`src/rtl/uart_rx_fifo_if.sv`:
```
// rtl/uart_rx_fifo_if.sv - receive-byte stream bundle between uart_rx_fifo and its consumer
//
// Purpose: groups the show-ahead FIFO read side into one port.
// Signals:
//   rx_data  [7:0]  head byte of the receive FIFO (0 while empty)
//   rx_valid        FIFO non-empty
//   rx_ready        consumer pop request; a byte leaves on rx_valid & rx_ready
// Modports:
//   master  the receiver (drives rx_data/rx_valid, reads rx_ready)
//   slave   the consumer (reads rx_data/rx_valid, drives rx_ready)

interface uart_rx_fifo_if;
  logic [7:0] rx_data;
  logic       rx_valid;
  logic       rx_ready;

  modport master (output rx_data, output rx_valid, input rx_ready);
  modport slave  (input rx_data, input rx_valid, output rx_ready);
endinterface

```
`src/rtl/uart_rx_fifo.sv`:
```
// rtl/uart_rx_fifo.sv - oversampling 8N1 UART receiver with show-ahead receive FIFO
//
// Purpose: recovers UART frames from rx using a clocks-per-bit divisor and
// queues good bytes in a FIFO read through a valid/ready stream.
// Optional feature macro: UART_RX_PARITY_EN (8E1 frames, adds parity_err).
// Parameters:
//   FIFO_DEPTH  FIFO entries, power of two, 2..256
// Ports:
//   clk         system clock, rising edge
//   reset       asynchronous active-high reset
//   rx          serial line, idle high
//   baud_div    clocks per bit, latched at start-bit detection, clamped to >= 4
//   stream      master side of uart_rx_fifo_if (rx_data, rx_valid, rx_ready)
//   frame_err   one-cycle pulse: stop bit sampled low
//   overrun     one-cycle pulse: good byte dropped because the FIFO was full
//   parity_err  one-cycle pulse: parity mismatch on a good-stop frame (parity build only)
//   fifo_count  current FIFO occupancy

module uart_rx_fifo #(
  parameter int FIFO_DEPTH = 8
) (
  input  logic                          clk,
  input  logic                          reset,
  input  logic                          rx,
  input  logic [15:0]                   baud_div,
  uart_rx_fifo_if.master                stream,
  output logic                          frame_err,
  output logic                          overrun,
`ifdef UART_RX_PARITY_EN
  output logic                          parity_err,
`endif
  output logic [$clog2(FIFO_DEPTH):0]   fifo_count
);

  localparam int AW = $clog2(FIFO_DEPTH);
  localparam int CW = AW + 1;

`ifdef UART_RX_PARITY_EN
  typedef enum logic [2:0] {
    S_IDLE   = 3'd0,
    S_START  = 3'd1,
    S_DATA   = 3'd2,
    S_PARITY = 3'd3,
    S_STOP   = 3'd4,
    S_BREAK  = 3'd5
  } state_t;
`else
  typedef enum logic [2:0] {
    S_IDLE   = 3'd0,
    S_START  = 3'd1,
    S_DATA   = 3'd2,
    S_STOP   = 3'd4,
    S_BREAK  = 3'd5
  } state_t;
`endif

  // ---------------------------------------------------------------------
  // Input synchronizer; both flops reset to the idle level so a reset
  // never looks like a start bit.
  // ---------------------------------------------------------------------
  logic rx_meta;
  logic rxs;

  always_ff @(posedge clk or posedge reset) begin
    if (reset) begin
      rx_meta <= 1'b1;
      rxs     <= 1'b1;
    end else begin
      rx_meta <= rx;
      rxs     <= rx_meta;
    end
  end

  // ---------------------------------------------------------------------
  // Frame state machine
  // ---------------------------------------------------------------------
  state_t      state;
  state_t      state_n;
  logic [15:0] bd;
  logic [15:0] timer;
  logic [2:0]  bit_idx;
  logic [7:0]  shift;

  logic        timer_clr;
  logic        bd_load;
  logic        shift_en;
  logic        push;
  logic        ferr_set;

  logic [15:0] bd_in;
  logic [15:0] bd_last;
  logic [15:0] half_last;

`ifdef UART_RX_PARITY_EN
  logic        par_bit;
  logic        par_load;
  logic        perr_set;
`endif

  assign bd_in     = (baud_div < 16'd4) ? 16'd4 : baud_div;
  assign bd_last   = bd - 16'd1;
  // Start bit is re-checked half a bit in, which centres every later sample.
  assign half_last = {1'b0, bd[15:1]} - 16'd1;

  always_ff @(posedge clk or posedge reset) begin
    if (reset) begin
      state <= S_IDLE;
    end else begin
      state <= state_n;
    end
  end

  always_comb begin
    state_n   = state;
    timer_clr = 1'b0;
    bd_load   = 1'b0;
    shift_en  = 1'b0;
    push      = 1'b0;
    ferr_set  = 1'b0;
`ifdef UART_RX_PARITY_EN
    par_load  = 1'b0;
    perr_set  = 1'b0;
`endif
    case (state)
      S_IDLE: begin
        if (!rxs) begin
          state_n   = S_START;
          timer_clr = 1'b1;
          bd_load   = 1'b1;
        end
      end
      S_START: begin
        if (timer == half_last) begin
          if (!rxs) begin
            state_n   = S_DATA;
            timer_clr = 1'b1;
          end else begin
            state_n   = S_IDLE;
          end
        end
      end
      S_DATA: begin
        if (timer == bd_last) begin
          shift_en  = 1'b1;
          timer_clr = 1'b1;
          if (bit_idx == 3'd7) begin
`ifdef UART_RX_PARITY_EN
            state_n = S_PARITY;
`else
            state_n = S_STOP;
`endif
          end
        end
      end
`ifdef UART_RX_PARITY_EN
      S_PARITY: begin
        if (timer == bd_last) begin
          par_load  = 1'b1;
          timer_clr = 1'b1;
          state_n   = S_STOP;
        end
      end
`endif
      S_STOP: begin
        if (timer == bd_last) begin
          if (rxs) begin
            // Re-arm immediately so the next start edge, which may come
            // half a bit later, is not missed.
            push    = 1'b1;
            state_n = S_IDLE;
`ifdef UART_RX_PARITY_EN
            perr_set = ^{shift, par_bit};
`endif
          end else begin
            ferr_set = 1'b1;
            state_n  = S_BREAK;
          end
        end
      end
      S_BREAK: begin
        // A held-low line stays here so it reports only one frame error.
        if (rxs) begin
          state_n = S_IDLE;
        end
      end
      default: begin
        state_n = S_IDLE;
      end
    endcase
  end

  always_ff @(posedge clk or posedge reset) begin
    if (reset) begin
      bd      <= 16'd4;
      timer   <= 16'd0;
      bit_idx <= 3'd0;
      shift   <= 8'd0;
    end else begin
      if (bd_load) begin
        bd <= bd_in;
      end
      if (timer_clr || state == S_IDLE || state == S_BREAK) begin
        timer <= 16'd0;
      end else begin
        timer <= timer + 16'd1;
      end
      if (state == S_START) begin
        bit_idx <= 3'd0;
      end else if (shift_en) begin
        bit_idx <= bit_idx + 3'd1;
      end
      if (shift_en) begin
        shift <= {rxs, shift[7:1]};
      end
    end
  end

`ifdef UART_RX_PARITY_EN
  always_ff @(posedge clk or posedge reset) begin
    if (reset) begin
      par_bit    <= 1'b0;
      parity_err <= 1'b0;
    end else begin
      if (par_load) begin
        par_bit <= rxs;
      end
      parity_err <= perr_set;
    end
  end
`endif

  // ---------------------------------------------------------------------
  // Show-ahead receive FIFO
  // ---------------------------------------------------------------------
  logic [7:0]    mem [FIFO_DEPTH];
  logic [AW-1:0] wr_ptr;
  logic [AW-1:0] rd_ptr;
  logic [CW-1:0] count;
  logic          empty;
  logic          full;
  logic          pop;
  logic          wr_en;
  logic          drop;

  assign empty = (count == '0);
  assign full  = (count == CW'(FIFO_DEPTH));
  // A pop request against an empty FIFO is ignored even if a push lands
  // on the same cycle; the pushed byte only becomes visible next cycle.
  assign pop   = !empty && stream.rx_ready;
  assign wr_en = push && (!full || pop);
  assign drop  = push && full && !pop;

  always_ff @(posedge clk or posedge reset) begin
    if (reset) begin
      wr_ptr    <= '0;
      rd_ptr    <= '0;
      count     <= '0;
      frame_err <= 1'b0;
      overrun   <= 1'b0;
    end else begin
      if (wr_en) begin
        wr_ptr <= wr_ptr + AW'(1);
      end
      if (pop) begin
        rd_ptr <= rd_ptr + AW'(1);
      end
      case ({wr_en, pop})
        2'b10:   count <= count + CW'(1);
        2'b01:   count <= count - CW'(1);
        default: count <= count;
      endcase
      frame_err <= ferr_set;
      overrun   <= drop;
    end
  end

  always_ff @(posedge clk) begin
    if (wr_en) begin
      mem[wr_ptr] <= shift;
    end
  end

  // Storage is not reset, so the head is masked to 0 while empty.
  assign stream.rx_data  = empty ? 8'h00 : mem[rd_ptr];
  assign stream.rx_valid = !empty;
  assign fifo_count      = count;

endmodule

```
`src/flat_wrapper.sv`:
```
// flat-port wrapper written by rule: the top's interface ports become plain ports
module uart_rx_fifo_flat 
#(
  parameter int FIFO_DEPTH = 8
)
  (clk, reset, rx, baud_div, frame_err, overrun, fifo_count, stream_rx_data, stream_rx_valid, stream_rx_ready);
  uart_rx_fifo_if stream_i ();
  input  logic clk;
  input  logic reset;
  input  logic rx;
  input  logic [15:0] baud_div;
  output logic frame_err;
  output logic overrun;
  output logic [$clog2(FIFO_DEPTH):0] fifo_count;
  output wire logic [$bits(stream_i.rx_data)-1:0] stream_rx_data;
  output wire logic [$bits(stream_i.rx_valid)-1:0] stream_rx_valid;
  input wire logic [$bits(stream_i.rx_ready)-1:0] stream_rx_ready;
  assign stream_rx_data = stream_i.rx_data;
  assign stream_rx_valid = stream_i.rx_valid;
  assign stream_i.rx_ready = stream_rx_ready;
  uart_rx_fifo #(.FIFO_DEPTH(FIFO_DEPTH)) u_core (.clk(clk), .reset(reset), .rx(rx), .baud_div(baud_div), .stream(stream_i), .frame_err(frame_err), .overrun(overrun), .fifo_count(fifo_count));
endmodule
```
`config.mk`:
```
export PLATFORM = sky130hd
export DESIGN_NAME = uart_rx_fifo_flat
export DESIGN_NICKNAME = d
export VERILOG_FILES = /design/src/rtl/uart_rx_fifo_if.sv /design/src/rtl/uart_rx_fifo.sv /design/src/flat_wrapper.sv
export SDC_FILE = /design/constraint.sdc
export NUM_CORES = 1
export LEC_CHECK = 0
export CAP_MARGIN = 15
export CORE_MARGIN = 2
export CORE_UTILIZATION = 55
export DETAILED_ROUTE_END_ITERATION = 10
export DONT_BUFFER_PORTS = 1
export GPL_TIMING_DRIVEN = 1
export PLACE_DENSITY = 0.7
export SKIP_CTS_REPAIR_TIMING = 1
export SLEW_MARGIN = 20
export SYNTH_ARGS = -nofsm -noshare
export SYNTH_HDL_FRONTEND = slang
export SYNTH_SLANG_ARGS = --single-unit
```
`constraint.sdc`:
```
create_clock -name clk -period 8.1 [get_ports clk]
set_input_delay 0.81 -clock clk [delete_from_list [all_inputs] [get_ports clk]]
set_output_delay 0.81 -clock clk [all_outputs]
set_load 0.005 [all_outputs]
```
==> flow_metrics.env, run 1 <==
export IMPL_yosys_area_top_type_share=0.287
export IMPL_setup_violations=0
export IMPL_cts_buffer_depth=2
export IMPL_synthCells=566
export IMPL_critPathMaxStageDelay_ps=610
export IMPL_path_buf_inv=1
export IMPL_avgSynthCellArea_um2=11.8
export IMPL_post_route_util=0.611
export IMPL_outcome="finished clean"
export IMPL_syn_nets=596
export IMPL_layout_nets=579
export IMPL_net_switching_power_uw=548
export IMPL_cts_root_buffer="clkbuf_16"
export IMPL_wl_per_cell_um=19.6
export IMPL_worst_slack_ps=3990
export IMPL_die_w_um=114
export IMPL_drv_slew=0
export IMPL_cp_cell_sequence="inv_1 -> ha_1 -> nor4b_4 -> nand3_1 -> or4_4 -> a22oi_1 -> and4_1 -> nor2_1 -> ha_1 -> a21o_1 -> a21oi_1 -> nor3_1 -> nand4_1 -> o211ai_1 -> o221a_2"
export IMPL_crit_slowest_cell="or4_4"
export IMPL_fillers=929
export IMPL_dr_first_iter_drc_count=312
export IMPL_slew_headroom=0.421
export IMPL_vias_per_cell=6.25
export IMPL_worst_slew_pin_slew_ps=865
export IMPL_critical_path_class="reg -> reg"
export IMPL_core_area_um2=12000
export IMPL_cts_tree="built"
export IMPL_drc=0
export IMPL_cts_sinks=124
export IMPL_cp_max_fo=9
export IMPL_stdcell_count=709
export IMPL_drive_gt1_frac=0.165
export IMPL_initial_core_util=0.560
export IMPL_synth_cell_types=71
export IMPL_critPathCaptureType="flop"
export IMPL_swShare=0.293
export IMPL_clkTransAtPathRegs_ps=50
export IMPL_postRouteAntennaNets=0
export IMPL_grt_max_degree=61
export IMPL_synth_ff_type="edfxtp_1"
export IMPL_fmax_mhz=243
export IMPL_cts_buffers=17
export IMPL_p_int_uw=1320
export IMPL_p_seq_frac=0.436
export IMPL_p_per_area_nw_per_um2=256
export IMPL_r2r_start="u_core.bd[1]"
export IMPL_yosys_area_top_type="edfxtp_1"
export IMPL_period_share=0.507
export IMPL_drv_cap=0
export IMPL_synthTopCellsByArea="edfxtp_1 29%, dfrtp_1 21%, mux4_2 5.4%"
export IMPL_fin_tns_setup_ps=0
export IMPL_worstSetupStartpointType="flop"
export IMPL_clkPwrFrac=0.377
export IMPL_drt_total_wl_um=13900
export IMPL_yosysWarnings=0
export IMPL_die_area_um2=13100
export IMPL_drt_first_pass_iters=4
export IMPL_cp_common_cell="ha_1"
export IMPL_ctsHtreeMaxLevel=4
export IMPL_track_usage=0.234
export IMPL_antenna_found_initial=0
export IMPL_ys_seq_area_frac=0.511
export IMPL_finalHoldViolCount=0
export IMPL_finalCriticalPeriod_ps=4110
export IMPL_multi_input_area_um2=3060
export IMPL_grt_pass1_wl_um=23100
export IMPL_comb_power_share=0.186
export IMPL_skew_ps=4.59
export IMPL_diodes=0
export IMPL_num_rows=40
export IMPL_io_buffers=0
export IMPL_hpwl_um=9510
export IMPL_die_h_um=114
export IMPL_cp_arrival_ps=4410
export IMPL_path_delay_family="simple AND/OR/NAND/NOR gates"
export IMPL_rsz0062_at_grt="false"
export IMPL_crit_start="u_core.bd[1]"
export IMPL_async_flop_share=0.484
export IMPL_post_synth_top_count_cell="edfxtp_1"
export IMPL_clk_insertion_delay_late_ps=420
export IMPL_routed_via_count=4428
export IMPL_cp_required_ps=8410
export IMPL_ys_top_cells_by_count="64 x edfxtp_1, 57 x dfrtp_1, 50 x nor2_1, 31 x nand2_1"
export IMPL_synth_edff_count=64
export IMPL_dpl_cell_count=677
export IMPL_syn_area_um2=6700
export IMPL_leakage_uw=0.00284
export IMPL_register_area_um2=3430
export IMPL_synth_seq_cells=124
export IMPL_ir_drop_mv=0.151
export IMPL_total_power_uw=1870
export IMPL_place_ws_ps=3840
export IMPL_overflow=0
export IMPL_area_growth_pct=9.00
export IMPL_grt_pass1_vias=4531
export IMPL_hold_path_class="reg -> reg"
export IMPL_io_pin_count=35
export IMPL_gp_congestion=0.877
export IMPL_min_delay_start="u_core.rx_meta"
power by group through the flow:
stage	clock network (uW)	registers, uW	logic [uW]
final	706	816	348
after global routing	749	830	387
after CTS	719	817	352
after detailed placement	0	829	347
after global placement	0	826	337
after floorplan	0	728	375
registers in the layout, summed over array words and instances (netlist names):
register	count
u_core.wr_ptr	3
u_core.state	3
u_core.fifo_count	4
u_core.overrun	1
u_core.timer	16
u_core.mem	64
u_core.frame_err	1
u_core.shift	8
u_core.rx_meta	1
u_core.rd_ptr	3
u_core.rxs	1
u_core.bit_idx	3
u_core.bd	16
placed cells by master (no fill, tap or decap), types with 12 or more instances in the layout:
cell type  Yosys  routed
a21oi_1       12      12
clkbuf_16      0      17
dfrtp_1       57      56
edfxtp_1      64      64
inv_1         16      15
mux2_2        19      19
mux4_2        16      16
nand2_1       31      31
nand3_1       13      13
nor2_1        50      50
nor2b_1       20      20
o21ai_0       14      14
xnor2_1       26      26
xor2_1        27      27
worst paths after layout:
| path | end | slack (ps) | depth (start not counted) |
|---|---|---|---|
| setup reg to reg | u_core.fifo_count[3] | 3990 | 15 |
| hold / removal | u_core.rxs | 350 | 0 |
| setup / recovery | u_core.fifo_count[3] | 3990 | 15 |
| max in group asynchronous | u_core.fifo_count[3] | 7090 | 2 |
| hold reg to reg | u_core.rxs | 350 | 0 |
| min in group asynchronous | u_core.rd_ptr[2] | 470 | 2 |
routing by layer:
metal / vias to the layer above / global-route usage / routed length, um / part of all wire
li1: 2080 / - / - / -
met1: 2203 / 0.278 / 5620 / 0.40
met2: 110 / 0.393 / 7190 / 0.52
met3: 35 / 0.0699 / 605 / 0.044
met4: 0 / 0.102 / 465 / 0.033
met5: - / 0 / 0 / 0
cell type report:
type                    instances  share of cell area
inverters                      16             0.00822
clock buffers                  21              0.0630
flip-flops and latches        124               0.469
well taps                     147              0.0252
repair buffers                  3             0.00308
multi-input cells             387               0.418
clock inverters                11              0.0127
kinds of logic after synthesis:
family,synth area share
and+or+nand+nor,0.165
DFF,0.511
AOI/OAI and AO/OA,0.0960
buffers and inverters,0.0342
xor gates and xnor gates,0.0693
muxes,0.104
adders and majority gates,0.0198
per-stage QoR:
stage               area [um^2]  hold WS, ps
floorplan                  6700          345
global placement           6750          348
detailed placement         6750          347
CTS                        7300          355
global route               7300          359
finish                     7300          355
Power figures use the tool's default switching activity.
==> inputs of run 2 (changes only) <==
==> constraint.sdc (replaced) <==
create_clock -name clk -period 4 [get_ports clk]
set_input_delay 0.4 -clock clk [delete_from_list [all_inputs] [get_ports clk]]
set_output_delay 0.4 -clock clk [all_outputs]
set_load 0.005 [all_outputs]
==> flow_metrics.env, run 2 (same netlist as run 1, synthesis figures left out) <==
export IMPL_period_share=0.940
export IMPL_die_w_um=114
export IMPL_cp_max_fo=12
export IMPL_drc=0
export IMPL_cts_sinks=124
export IMPL_gp_congestion=0.885
export IMPL_drive_gt1_frac=0.193
export IMPL_largest_register_ffs=64
export IMPL_grt_pass1_vias=4654
export IMPL_leakage_uw=0.00294
export IMPL_cts_root_buffer="clkbuf_16"
export IMPL_worstSetupStartpointType="flop"
export IMPL_critPathCaptureType="flop"
export IMPL_critical_path_class="reg -> reg"
export IMPL_ctsHtreeMaxLevel=4
export IMPL_dr_first_iter_drc_count=287
export IMPL_placed_area_um2=6860
export IMPL_io_buffers=0
export IMPL_net_switching_power_uw=1130
export IMPL_finalCriticalPeriod_ps=3760
export IMPL_clkPwrFrac=0.385
export IMPL_die_h_um=114
export IMPL_critPathMaxStageDelay_ps=610
export IMPL_top_regs="u_core.mem (64), u_core.bd (16), u_core.timer (16)"
export IMPL_layout_nets=597
export IMPL_mostFrequentLayoutCell="edfxtp_1"
export IMPL_cts_tree="built"
export IMPL_slew_headroom=0.470
export IMPL_core_area_um2=12000
export IMPL_p_seq_frac=0.424
export IMPL_cp_required_ps=4310
export IMPL_cp_common_cell="nor2_1"
export IMPL_holdWs_ps=68.7
export IMPL_drv_slew=0
export IMPL_clkTransAtPathRegs_ps=60
export IMPL_path_buf_inv=0
export IMPL_cp_cell_sequence="nor2_1 -> nand3_1 -> or4_4 -> a22oi_1 -> and4_1 -> nor2_1 -> ha_1 -> a21o_1 -> a21oi_1 -> nor3_1 -> nand4_1 -> o221a_2"
export IMPL_comb_power_share=0.191
export IMPL_cts_buffers=17
export IMPL_ir_drop_mv=0.295
export IMPL_num_rows=40
export IMPL_die_area_um2=13100
export IMPL_path_delay_family="simple AND/OR/NAND/NOR gates"
export IMPL_cp_arrival_ps=4070
export IMPL_hold_path_class="in -> reg"
export IMPL_postRouteAntennaNets=0
export IMPL_drt_first_pass_iters=5
export IMPL_cts_buffer_depth=2
export IMPL_track_usage=0.233
export IMPL_final_area_um2=7470
export IMPL_drv_cap=0
export IMPL_p_int_uw=2730
export IMPL_grt_max_degree=39
export IMPL_worst_slew_pin_slew_ps=794
export IMPL_hpwl_um=9640
export IMPL_diodes=0
export IMPL_post_route_util=0.625
export IMPL_p_per_area_nw_per_um2=515
export IMPL_outcome="finished clean"
export IMPL_fmax_mhz=266
export IMPL_finalHoldViolCount=0
export IMPL_skew_ps=7.09
export IMPL_wl_per_cell_um=19.0
export IMPL_io_pin_count=35
export IMPL_largest_register="u_core.mem"
export IMPL_routed_via_count=4494
export IMPL_drt_total_wl_um=13800
export IMPL_grt_pass1_wl_um=23400
export IMPL_crit_slowest_cell="or4_4"
export IMPL_antenna_found_initial=0
export IMPL_setup_violations=0
export IMPL_initial_core_util=0.560
export IMPL_area_growth_pct=11.5
export IMPL_overflow=0
export IMPL_vias_per_cell=6.18
export IMPL_clk_insertion_delay_late_ps=420
export IMPL_swShare=0.292
export IMPL_final_cell_mix="64 x edfxtp_1, 56 x dfrtp_1, 50 x nor2_1"
## run 2: worst reg2reg max path: cells and delay by family, from the launching register on
kind	cells	cell delay, ps
AOI/OAI and AO/OA	4	740
and+or+nand+nor	7	2100
adders and majority gates	1	300
DFF	1	500
## run 2: layout make-up
class                   instances  area, um^2
flip-flops and latches        124        3430
repair buffers                 21         163
well taps                     147         184
fillers                       933        4490
multi-input cells             387        3070
clock buffers                  18         429
inverters                      16        60.1
clock inverters                14         144
## run 2: per-stage QoR
step / setup TNS, ps / worst slack, ps / instances / total power, uW
6_report: 0 / 239 / 727 / 3850
5_1_grt: -23.0 / -23.0 / 727 / 4050
4_1_cts: 0 / 243 / 724 / 3880
3_5_place_dp: 0 / 243 / 692 / 2400
3_3_place_gp: 0 / 321 / 692 / 2370
2_1_floorplan: 0 / 284 / 566 / 2230
## run 2: power groups by stage
| stage | registers (uW) | logic (uW) | clock network [uW] |
|---|---|---|---|
| 2_1_floorplan | 1470 | 759 | 0 |
| 3_3_place_gp | 1660 | 712 | 0 |
| 3_5_place_dp | 1660 | 733 | 0 |
| 4_1_cts | 1640 | 737 | 1500 |
| 5_1_grt | 1660 | 821 | 1560 |
| 6_report | 1630 | 735 | 1480 |
## run 2: worst paths after layout
| path | from | end | slack, ps | cells past startpoint |
|---|---|---|---|---|
| min in group asynchronous | reset | u_core.bd[13] | 470 | 2 |
| hold reg to reg | u_core.rx_meta | u_core.rxs | 360 | 0 |
| max in group asynchronous | reset | u_core.rx_meta | 2620 | 3 |
| setup reg to reg | u_core.bd[6] | u_core.fifo_count[3] | 240 | 12 |
| hold / removal | baud_div[2] | u_core.bd[2] | 70 | 2 |
| setup / recovery | u_core.bd[6] | u_core.fifo_count[3] | 240 | 12 |
## run 2: layer usage
metal	track usage	wire, um
met2	0.399	7100
met3	0.0498	551
met4	0.107	372
met1	0.282	5820
met5	0	0
